## src/rtl/csi2tx_pulse_throttle.sv

```systemverilog
// csi2tx_pulse_throttle
//
// Paces event requests ahead of the CSI-2 TX pulse synchronizer. Requests
// can arrive in bursts. They are held in a saturating pending count and sent
// out again as single-cycle pulses, with at least GAP_CYC idle cycles after
// each pulse. This spacing lets the toggle synchronizer downstream see every
// event as a separate one.
//
// Ports
//   clk_in     in   1      source-domain clock (only clock)
//   rsta_n     in   1      asynchronous active-low reset
//   event_req  in   1      one event per cycle sampled high
//   clr        in   1      synchronous clear of the pending count and overflow
//   pulse_o    out  1      paced single-cycle pulse (registered)
//   pend_cnt   out  CNT_W  events queued but not yet issued (registered)
//   overflow   out  1      sticky: an event was dropped on a full queue
//   busy       out  1      state != IDLE or pend_cnt != 0 (decoded)
//
// State | meaning
// ------+-----------------------------------------------------------
// IDLE  | nothing in flight; leaves as soon as an event is pending
// PULSE | pulse_o high for this single cycle
// GAP   | forced idle cycles; gap counter counts down to 0
module csi2tx_pulse_throttle #(
    parameter int CNT_W   = 4,
    parameter int GAP_CYC = 6
) (
    input  logic             clk_in,
    input  logic             rsta_n,
    input  logic             event_req,
    input  logic             clr,
    output logic             pulse_o,
    output logic [CNT_W-1:0] pend_cnt,
    output logic             overflow,
    output logic             busy
);

    typedef enum logic [1:0] {
        S_IDLE  = 2'd0,
        S_PULSE = 2'd1,
        S_GAP   = 2'd2
    } state_t;

    localparam logic [7:0]       GAP_LOAD = 8'(GAP_CYC - 1);
    localparam logic [CNT_W-1:0] PEND_MAX = {CNT_W{1'b1}};

    state_t           state_q, state_d;
    logic [7:0]       gap_q, gap_d;
    logic [CNT_W-1:0] pend_q, pend_d;
    logic             ovf_q, ovf_d;
    logic             pulse_q, pulse_d;
    logic             issue;

    always_ff @(posedge clk_in or negedge rsta_n) begin
        if (!rsta_n) begin
            state_q <= S_IDLE;
            gap_q   <= 8'd0;
            pend_q  <= '0;
            ovf_q   <= 1'b0;
            pulse_q <= 1'b0;
        end else begin
            state_q <= state_d;
            gap_q   <= gap_d;
            pend_q  <= pend_d;
            ovf_q   <= ovf_d;
            pulse_q <= pulse_d;
        end
    end

    // An event is issued on the edge that enters PULSE. The pulse itself
    // comes from a register, so it is high only while the FSM is in PULSE.
    always_comb begin
        state_d = state_q;
        gap_d   = gap_q;
        issue   = 1'b0;
        case (state_q)
            S_IDLE: begin
                if (pend_q != '0) begin
                    issue   = 1'b1;
                    state_d = S_PULSE;
                end
            end
            S_PULSE: begin
                state_d = S_GAP;
                gap_d   = GAP_LOAD;
            end
            S_GAP: begin
                if (gap_q == 8'd0) begin
                    if (pend_q != '0) begin
                        issue   = 1'b1;
                        state_d = S_PULSE;
                    end else begin
                        state_d = S_IDLE;
                    end
                end else begin
                    gap_d = gap_q - 8'd1;
                end
            end
            default: begin
                state_d = S_IDLE;
            end
        endcase
        pulse_d = (state_d == S_PULSE);
    end

    // Pending count. clr only clears the queue; it does not stop a pulse or
    // gap that has already started, so the spacing still holds. When an
    // event arrives on an issue cycle, one event goes in and one goes out,
    // so the count stays the same (this also applies when the queue is full).
    always_comb begin
        pend_d = pend_q;
        ovf_d  = ovf_q;
        if (clr) begin
            pend_d = '0;
            ovf_d  = 1'b0;
        end else if (event_req && !issue) begin
            if (pend_q == PEND_MAX) begin
                ovf_d = 1'b1;
            end else begin
                pend_d = pend_q + 1'b1;
            end
        end else if (!event_req && issue) begin
            pend_d = pend_q - 1'b1;
        end
    end

    assign pulse_o  = pulse_q;
    assign pend_cnt = pend_q;
    assign overflow = ovf_q;
    assign busy     = (state_q != S_IDLE) || (pend_q != '0);

endmodule

```

## config.mk

```make
export PLATFORM = sky130hd
export DESIGN_NAME = csi2tx_pulse_throttle
export DESIGN_NICKNAME = d
export VERILOG_FILES = /design/src/rtl/csi2tx_pulse_throttle.sv
export SDC_FILE = /design/constraint.sdc
export NUM_CORES = 1
export LEC_CHECK = 0
export BUFFER_PORTS_ARGS = -buffer_cell sky130_fd_sc_hd__buf_2
export CAP_MARGIN = 40
export CORE_UTILIZATION = 43
export DETAILED_ROUTE_END_ITERATION = 7
export PLACE_DENSITY = 0.66
export SLEW_MARGIN = 10
export SYNTH_ARGS = -nofsm -noshare
export SYNTH_HDL_FRONTEND = slang
export SYNTH_SLANG_ARGS = --single-unit
```

## constraint.sdc

```tcl
create_clock -name clk_in -period 3.55 [get_ports clk_in]
set_input_delay 0.355 -clock clk_in [delete_from_list [all_inputs] [get_ports clk_in]]
set_output_delay 0.355 -clock clk_in [all_outputs]
set_load 0.05 [all_outputs]
```

==> results of run 1 <==
[critical path: stages (launching register included)]
cell and delay (ps):
sky130_fd_sc_hd__dfrtp_1 410, sky130_fd_sc_hd__inv_1 90, sky130_fd_sc_hd__ha_1 150, sky130_fd_sc_hd__or3b_2 490, sky130_fd_sc_hd__o21ai_4 210, sky130_fd_sc_hd__nand2_2 140, sky130_fd_sc_hd__nand2_1 140, sky130_fd_sc_hd__ha_1 240
sky130_fd_sc_hd__a21o_1 170, sky130_fd_sc_hd__a21oi_1 220, sky130_fd_sc_hd__nor2_1 90, sky130_fd_sc_hd__a22oi_2 200, sky130_fd_sc_hd__mux2_4 310
[power by group through the flow]
stage          Clock (mW)  Sequential [mW]  Combinational, mW
2_1_floorplan           0            0.421              0.406
3_3_place_gp            0            0.357              0.581
3_5_place_dp            0            0.360              0.597
4_1_cts             0.124            0.357              0.602
5_1_grt             0.129            0.375              0.674
6_report            0.119            0.357              0.596
[cell usage after synthesis, drive strengths merged, types with 2 or more instances]
master / n / area, sq um
dfrtp: 16 / 400.4
ha: 4 / 50.05
nand3: 3 / 15.01
nor4: 2 / 12.51
xor2: 2 / 17.52
o21ai: 7 / 46.29
nand2b: 2 / 12.51
inv: 9 / 33.78
nor2: 9 / 33.78
nor3: 2 / 10.01
a21oi: 5 / 25.02
nand2: 7 / 28.78
o41ai: 3 / 26.28
o311ai: 2 / 17.52
[cells in the final DEF, fill, tap and decap left out, types with 3 or more instances in the layout]
cell type	instances
sky130_fd_sc_hd__a21oi_1	5
sky130_fd_sc_hd__buf_2	10
sky130_fd_sc_hd__clkbuf_4	3
sky130_fd_sc_hd__dfrtp_1	16
sky130_fd_sc_hd__ha_1	4
sky130_fd_sc_hd__inv_1	9
sky130_fd_sc_hd__nand2_1	6
sky130_fd_sc_hd__nand3_1	3
sky130_fd_sc_hd__nor2_1	9
sky130_fd_sc_hd__o21ai_0	5
sky130_fd_sc_hd__o41ai_1	3
[layer usage]
metal / track usage / up-vias / share of wire
met5: 0 / - / 0
met2: 0.2676 / 11 / 0.44
met1: 0.2804 / 341 / 0.52
li1: - / 365 / -
met3: 0.06792 / 4 / 0.034
met4: 0.06667 / 0 / 0.015
[sequential cells by signal, summed over array words and instances, names as in the netlist]
signal	count
gap_q	8
overflow	1
pend_cnt	4
pulse_o	1
state_q	2
[final timing paths]
| kind | start | endpoint | slack (ps) | depth (start not counted) |
|---|---|---|---|---|
| max in group asynchronous | rsta_n | pend_cnt[3]$_DFFE_PN0P_ | 2790 | 2 |
| hold / removal | clr | overflow$_DFFE_PN0P_ | 340 | 2 |
| min in group asynchronous | rsta_n | pulse_o$_DFF_PN0_ | 500 | 2 |
| setup / recovery | gap_q[0]$_DFFE_PN0P_ | pend_cnt[3]$_DFFE_PN0P_ | 580 | 12 |
| hold reg to reg | gap_q[0]$_DFFE_PN0P_ | gap_q[0]$_DFFE_PN0P_ | 510 | 1 |
| setup reg to reg | gap_q[0]$_DFFE_PN0P_ | pend_cnt[3]$_DFFE_PN0P_ | 580 | 12 |
[logic make-up (layout without fill, tap and decap cells)]
kind of cell | Yosys count | after routing | synth area share
AND/OR/NAND/NOR | 31 | 31 | 0.1842
flip-flops | 16 | 16 | 0.4432
adder cells (fa/ha/maj) | 5 | 5 | 0.07757
buffers and inverters | 10 | 25 | 0.04154
multiplexers | 2 | 2 | 0.02770
XOR/XNOR | 2 | 2 | 0.01939
AO/OA/AOI/OAI | 25 | 25 | 0.2064
[layout make-up]
cell class | instances | area, sq um | share of cell area
Clock buffer | 4 | 36.28 | 0.03511
Inverter | 10 | 37.54 | 0.03632
Multi-Input combinational cell | 65 | 465.4 | 0.4504
Sequential cell | 16 | 400.4 | 0.3874
Tap cell | 27 | 33.78 | 0.03269
Timing Repair Buffer | 11 | 60.06 | 0.05811
[per-stage QoR]
stage,hold slack (ps),utilization,instance area [sq um]
after floorplan,59.41,-,903.4
after global placement,289.8,0.5032,987.2
after detailed placement,291.8,0.5032,987.2
after CTS,321.2,0.5268,1033
after global routing,340.6,0.5268,1033
final,335.1,0.5268,1033
==> results.yml, run 1 <==
run_status:
  outcome: "complete, no violations"
final_layout:
  finish.net_count: 116
  final_cell_count_no_fill: 133
  num_antenna_cells: 0
  fillerInstances: 202
  final_layout_size_suffix_gt1_frac: 0.2075
  p_r_area_growth_vs_syn_pct: 14.40
routing:
  detailedRoute.firstPassIterationCount: 4
  route.vias.total: 721
  routed_via_density: 5.421
  drt-total-wl_microns: 1691
  detail_route.iter0.violations: 13
  postRouteAntennaNets: 0
  post-route-drc-count: 0
  routed_wire_length_per_instance_microns: 12.71
global_routing:
  antenna_found_initial: 0
  grt_overflow: 0
  grt_start_max_net_pins: 17
  grt_pass1_wl_microns: 3022
  via_count_of_the_first_global_routing_pass: 676
  groute.usage.overall: 0.1941
job:
  timing.max_cap.violations: 0
synth:
  sequential_element_share_of_the_synthesized_area: 0.4432
  number_of_flops_mapped_to_enable_cells_by_yosys: 0
  synth-seq-cells: 16
  synthCells: 91
  post_synth.cell_area_avg_sq_um: 9.927
  yosys_warnings: 0
  async_reset_ff_frac: 1.000
  yosys_most_used_dff: "sky130_fd_sc_hd__dfrtp_1"
  synth.distinct_cells: 35
  post_synth_instance_area_sq_um: 903.4
  synth_fp_nets: 100
clock_network:
  cts.repair_timing.setup_buffer_count: 0
  cts.htree.levels: 1
  worst_setup_hold_path_clk_slew_ps: 100
  postCtsHoldBufs: 1
  clock-sinks: 16
  clockBufferDepth: 2
  insertion_delay_ps: 280
  cts_root_buffer: "sky130_fd_sc_hd__clkbuf_4"
  cts_resized: 0
  cts_made_buffers: 3
  tritoncts: "done"
worst_setup_path:
  endpoint_kind: "flip-flop"
  cp.required_ps: 3720
  cp_max_fo: 6
  path_class: "flip-flop to flip-flop"
  critical_path_arrival_ps: 3140
  cp-start-kind: "flip-flop"
sta:
  min_cycle_time_layout_ps: 2971
  slew-limit-headroom: 0.7563
  timing.fmax_mhz: 336.6
  slack_of_the_critical_path_ps: 578.9
  tightest_slew_ps: 361.7
  fin_crit_sh: 0.8369
  timing.final.hold_violations: 0
  worst_clock_skew_ps: 4.139
  grt_setup_unrepaired: "false"
  tns_ps: 0
  setup_viol: 0
  final_max_slew_viol_count: 0
pwr:
  power_frac_clock: 0.111
  switching_share: 0.4914
  pwr_density_cell_mw_per_mm2: 1037
  net_switching_power_of_the_design_mw: 0.5268
  power_frac_seq: 0.333
  static_leakage_power_nw: 0.4893
  internal_power_mw: 0.5453
  report.power.total_mw: 1.072
  vdd_ir_drop_max_mv: 0.5555
  combPwrFrac: 0.556
die:
  die-height_microns: 47.84
  die_area_sq_mm: 0.002288
  dieWidth_microns: 47.84
  total_core_area_sq_mm: 0.001962
  initial_utilization: 0.4605
  rows: 16
  boundaryPins: 11
placement:
  port_buffers: 10
  place_congestion: 0.8282
  post-place-ws_ps: 597.0
  detailedPlacementHpwl_microns: 1267
  place_inst: 128
hold_path:
  worstHoldPathType: "input port to flip-flop"
(Power assumes the default switching activity.)
==> run 2, diff against run 1 <==
- PLACE_DENSITY: 0.66 -> 0.68
- clock period: 3.55 -> 2.52 ns (I/O delays scaled with it)
==> run 2 against run 1 <==
The flow now finishes with violations (setup timing); count of clock-buffer cells in the layout unchanged; final cell count is 9.0% higher; sequential cell count is the same; first-iteration DRC count rose by 23%; sequential power rose by 28%; critical path depth shrank 2; register-to-register slack worse by 590 ps; sequential share of layout area shrank 3.9 points; clock skew decreased by 0.73 ps; fmax grew 17%; largest cell class unchanged; worst setup slack lost 590 ps.
==> results.yml, run 2 (same netlist as run 1, synthesis figures left out) <==
sta:
  slew-limit-headroom: 0.7318
  final_max_slew_viol_count: 0
  timing.final.hold_violations: 0
  tns_ps: -11.89
  timing.hold.ws_ps: 199.0
  setup_viol: 1
  tightest_slew_ps: 398.0
  worst_clock_skew_ps: 3.412
  fin_crit_sh: 1.005
  grt_setup_unrepaired: "true"
  slack_of_the_critical_path_ps: -11.89
  timing.fmax_mhz: 395.0
  min_cycle_time_layout_ps: 2532
placement:
  place_congestion: 0.8269
  postPlaceCellArea_sq_mm: 0.001084
  place_inst: 138
  detailedPlacementHpwl_microns: 1435
  port_buffers: 10
  post-place-ws_ps: -6.472
clock_network:
  cts_made_buffers: 3
  worst_setup_hold_path_clk_slew_ps: 90
  clockBufferDepth: 2
  insertion_delay_ps: 300
  cts_root_buffer: "sky130_fd_sc_hd__clkbuf_4"
  clock-sinks: 16
  cts.htree.levels: 1
  tritoncts: "done"
worst_setup_path:
  reg2reg_to: "pend_cnt[3]$_DFFE_PN0P_"
  regToRegStartpoint: "gap_q[3]$_DFFE_PN0P_"
  endpoint_kind: "flip-flop"
  crit_start: "gap_q[3]$_DFFE_PN0P_"
  timing.reg2reg.worst_path_depth: 10
  ff2ff_setup_slack_ps: -10
  path_class: "flip-flop to flip-flop"
  cp.required_ps: 2710
  critical_path_arrival_ps: 2720
  cp-start-kind: "flip-flop"
  cp_max_fo: 4
  worst_setup_path_endpoint: "pend_cnt[3]$_DFFE_PN0P_"
hold_path:
  timing.hold.worst_path_depth: 2
  worstHoldPathType: "input port to flip-flop"
  hold_start: "clr"
die:
  rows: 16
  die-height_microns: 47.84
  total_core_area_sq_mm: 0.001962
  boundaryPins: 11
  dieWidth_microns: 47.84
  die_area_sq_mm: 0.002288
  initial_utilization: 0.4605
job:
  timing.max_cap.violations: 0
routing:
  postRouteAntennaNets: 0
  drt-total-wl_microns: 1933
  detailedRoute.firstPassIterationCount: 4
  detail_route.iter0.violations: 16
  routed_via_density: 5.338
  routed_wire_length_per_instance_microns: 13.33
  post-route-drc-count: 0
  route.vias.total: 774
final_layout:
  largest_reg_by_ff_count: "gap_q"
  layout.cells.most_common: "sky130_fd_sc_hd__dfrtp_1"
  final_cell_count_no_fill: 145
  most-common-layout-cells: "16 x sky130_fd_sc_hd__dfrtp_1, 12 x sky130_fd_sc_hd__buf_4, 10 x sky130_fd_sc_hd__buf_2, 9 x sky130_fd_sc_hd__nor2_1, 7 x sky130_fd_sc_hd__inv_1"
  p_r_area_growth_vs_syn_pct: 27.29
  final_cell_area_sq_mm: 0.001150
  finish.net_count: 128
  largest_reg_flops: 8
  final_layout_size_suffix_gt1_frac: 0.3305
  num_antenna_cells: 0
  fin_util: 0.5861
global_routing:
  grt_overflow: 0
  grt_pass1_wl_microns: 2980
  groute.layer.met3.usage: 0.04528
  antenna_found_initial: 0
  use_met2: 0.2838
  groute.usage.overall: 0.1969
  via_count_of_the_first_global_routing_pass: 672
  grt_start_max_net_pins: 17
  globalRouteMet1Util: 0.2744
  top_usage_layer: "met2"
pwr:
  vdd_ir_drop_max_mv: 0.9302
  report.power.total_mw: 1.742
  pwr_density_cell_mw_per_mm2: 1515
  static_leakage_power_nw: 0.5508
run_status:
  failing_checks: "setup timing"
  outcome: "finished with violations"
## run 2: cell types whose count changed in the layout (fill, tap and decap cells not counted)
cell,delta
sky130_fd_sc_hd__inv_2,+2
sky130_fd_sc_hd__or3b_4,+1
sky130_fd_sc_hd__buf_4,+12
sky130_fd_sc_hd__ha_1,-1
sky130_fd_sc_hd__nand2_4,+1
sky130_fd_sc_hd__a21oi_1,-1
sky130_fd_sc_hd__ha_4,+1
sky130_fd_sc_hd__or3b_2,-1
sky130_fd_sc_hd__a21oi_2,+1
sky130_fd_sc_hd__nand2_1,-1
sky130_fd_sc_hd__inv_1,-2
## run 2: worst min path at each step
stage	to
after floorplan	gap_q[0]$_DFFE_PN0P_
final	overflow$_DFFE_PN0P_
after global placement	pend_cnt[1]$_DFFE_PN0P_
after CTS	overflow$_DFFE_PN0P_
after global routing	overflow$_DFFE_PN0P_
after detailed placement	pend_cnt[1]$_DFFE_PN0P_
## run 2: area by class of cell
type                       instances  area (sq um)
sequential                        16         400.4
multi-input combinational         65         491.7
fill                             192         812.0
clock buffer                       4         36.28
timing repair buffer              23         150.1
tap                               27         33.78
inverter                          10         37.54
## run 2: repair_timing
item                                   in CTS  in global routing
pin swaps                                   0                  7
endpoints found under the hold margin      16                  0
setup endpoints to repair                   1                  2
hold buffers                                1                  0
buffers inserted                            1                  1
gates cloned                                0                  0
resized for setup                           1                  2
## run 2: power breakdown
group / switching [mW] / internal, mW
combinational: 0.646 / 0.464
sequential: 0.0883 / 0.368
clock: 0.0876 / 0.0882
total: 0.822 / 0.920
## run 2: routing by layer
| metal | wire length, microns | part of all wire | vias to the layer above |
|---|---|---|---|
| met5 | 0 | 0 | - |
| met3 | 60 | 0.031 | 5 |
| met4 | 38 | 0.020 | 0 |
| met2 | 873 | 0.45 | 13 |
| li1 | - | - | 387 |
| met1 | 961 | 0.50 | 369 |
## run 2: critical path: stages (launching register included)
cell and delay, ps:
sky130_fd_sc_hd__dfrtp_1 390, sky130_fd_sc_hd__or4_4 580, sky130_fd_sc_hd__o21ai_4 180, sky130_fd_sc_hd__nand2_2 90, sky130_fd_sc_hd__nand2_4 110, sky130_fd_sc_hd__ha_4 190, sky130_fd_sc_hd__a21o_1 160, sky130_fd_sc_hd__a21oi_2 150
sky130_fd_sc_hd__nor2_1 70, sky130_fd_sc_hd__a22oi_2 190, sky130_fd_sc_hd__mux2_4 310
==> run 3, diff against run 2 <==
- CORE_UTILIZATION: 43 -> 50
- PLACE_DENSITY: 0.68 -> 0.77
==> run 3 against run 2 <==
The run still ends with setup timing left; sequential share of layout area grew 0.58 points; fmax grew 0.46%; critical path depth grew 2; hold slack gained 31 ps; register-to-register slack is essentially flat; critical path type unchanged; non-clock buffer count shrank 1; final area shrank 1.6%; first-iteration DRC count shrank 19%; final cell count shrank 3.4%; sequential cell count is the same; utilization grew 12 points.
==> results.yml, run 3 (same netlist as run 1, synthesis figures left out) <==
sta:
  tightest_slew_ps: 401.3
  slew-limit-headroom: 0.7300
  slack_of_the_critical_path_ps: -0.2540
  grt_setup_unrepaired: "true"
  worst_clock_skew_ps: 2.340
  final_max_slew_viol_count: 0
  timing.final.hold_violations: 0
  min_cycle_time_layout_ps: 2520
  setup_viol: 1
  timing.fmax_mhz: 396.8
  fin_crit_sh: 1.000
global_routing:
  groute.usage.overall: 0.2447
  grt_overflow: 0
  grt_pass1_wl_microns: 3450
  antenna_found_initial: 0
  via_count_of_the_first_global_routing_pass: 797
  grt_start_max_net_pins: 17
pwr:
  vdd_ir_drop_max_mv: 0.7750
  pwr_density_cell_mw_per_mm2: 1495
  static_leakage_power_nw: 0.5410
routing:
  route.vias.total: 784
  detailedRoute.firstPassIterationCount: 4
  detail_route.iter0.violations: 13
  postRouteAntennaNets: 0
  routed_via_density: 5.600
  drt-total-wl_microns: 1971
  post-route-drc-count: 0
  routed_wire_length_per_instance_microns: 14.08
die:
  boundaryPins: 11
  die-height_microns: 44.51
  die_area_sq_mm: 0.001981
  rows: 14
  initial_utilization: 0.5667
  dieWidth_microns: 44.51
  total_core_area_sq_mm: 0.001594
worst_setup_path:
  cp.required_ps: 2700
  crit_start: "gap_q[1]$_DFFE_PN0P_"
  cp_max_fo: 3
  slowest_stage: "sky130_fd_sc_hd__dfrtp_1"
  path_class: "flip-flop to flip-flop"
  crit_cells: 12
  timing.reg2reg.worst_path_depth: 12
  cp.buffers_inverters: 1
  worst_path_largest_cell_delay_ps: 410
  regToRegStartpoint: "gap_q[1]$_DFFE_PN0P_"
  endpoint_kind: "flip-flop"
  critical_path_arrival_ps: 2700
  worstPathCellList: "inv_2 > ha_1 > or3b_4 > o21ai_4 > nand2_2 > nand2_4 > ha_4 > a21o_1 > a21oi_2 > nor2_1 > a22oi_2 > mux2_4"
  reg2reg_to: "pend_cnt[3]$_DFFE_PN0P_"
  worst_setup_path_endpoint: "pend_cnt[3]$_DFFE_PN0P_"
  path_delay_family: "simple AND/OR/NAND/NOR gates"
  cp-start-kind: "flip-flop"
  ff2ff_setup_slack_ps: -0.3
placement:
  port_buffers: 10
  place_inst: 135
  detailedPlacementHpwl_microns: 1444
  place_congestion: 0.8809
clock_network:
  cts_root_buffer: "sky130_fd_sc_hd__clkbuf_4"
  clock-sinks: 16
  tritoncts: "done"
  worst_setup_hold_path_clk_slew_ps: 90
  insertion_delay_ps: 290
  clockBufferDepth: 2
  cts_made_buffers: 3
  cts.htree.levels: 1
job:
  timing.max_cap.violations: 0
final_layout:
  largest_reg_flops: 8
  finish.net_count: 127
  num_antenna_cells: 0
  most-common-layout-cells: "16 x sky130_fd_sc_hd__dfrtp_1, 11 x sky130_fd_sc_hd__buf_4, 10 x sky130_fd_sc_hd__buf_2, 9 x sky130_fd_sc_hd__nor2_1, 7 x sky130_fd_sc_hd__inv_1"
  layout.cells.most_common: "sky130_fd_sc_hd__dfrtp_1"
  fin_util: 0.7096
  largest_reg_by_ff_count: "gap_q"
  final_cell_count_no_fill: 140
  final_layout_size_suffix_gt1_frac: 0.3276
  p_r_area_growth_vs_syn_pct: 25.21
run_status:
  outcome: "finished with violations"
  failing_checks: "setup timing"
hold_path:
  worstHoldPathType: "input port to flip-flop"
## run 3: report_power, final
group          leakage [nW]  switching, mW  internal (mW)
registers             0.206         0.0909          0.368
logic                 0.321          0.649          0.449
clock network        0.0138         0.0782         0.0556
total                 0.541          0.818          0.873
## run 3: through the flow
stage	TNS (ps)	power, mW	setup slack [ps]	instance area (sq um)	hold WS [ps]
final	-0.2540	1.691	-0.2540	1131	230.1
after global routing	-100.4	1.820	-100.4	1131	222.9
after CTS	-4.986	1.667	-4.986	1117	214.5
after detailed placement	-40.89	1.517	-40.89	1080	186.7
after global placement	0	1.467	34.22	1080	181.3
after floorplan	-30.73	1.190	-30.73	924.6	-43.59
## run 3: metal layers
layer  wire, microns  vias to the layer above  track usage
met2             889                       21       0.3706
li1                -                      388            -
met3              87                        4      0.06122
met4              25                        0       0.1091
met1             969                      371       0.3299
met5               0                        -            0
## run 3: worst min-delay path by stage
stage	start	end	slack, ps	cells after the start
finish	clr	pend_cnt[1]$_DFFE_PN0P_	230	2
global route	clr	pend_cnt[1]$_DFFE_PN0P_	220	2
CTS	clr	overflow$_DFFE_PN0P_	210	2
detailed placement	rsta_n	gap_q[6]$_DFFE_PN0P_	190	1
global placement	rsta_n	gap_q[6]$_DFFE_PN0P_	180	1
floorplan	rsta_n	gap_q[0]$_DFFE_PN0P_	-40	0
## run 3: layout make-up
class	count	area [sq um]
fillers	125	462.9
flip-flops and latches	16	400.4
well taps	24	30.03
multi-input cells	65	498.0
inverters	10	37.54
repair buffers	22	142.6
clock buffers	3	22.52
## run 3: what timing repair did
| item | CTS | global route |
|---|---|---|
| cloned | 0 | 0 |
| buffers inserted | 0 | 1 |
| endpoints found under the setup margin | 1 | 2 |
| hold buffers | 1 | 0 |
| endpoints found under the hold margin | 16 | 0 |
| pin swaps | 1 | 0 |
| gates resized for setup | 3 | 1 |
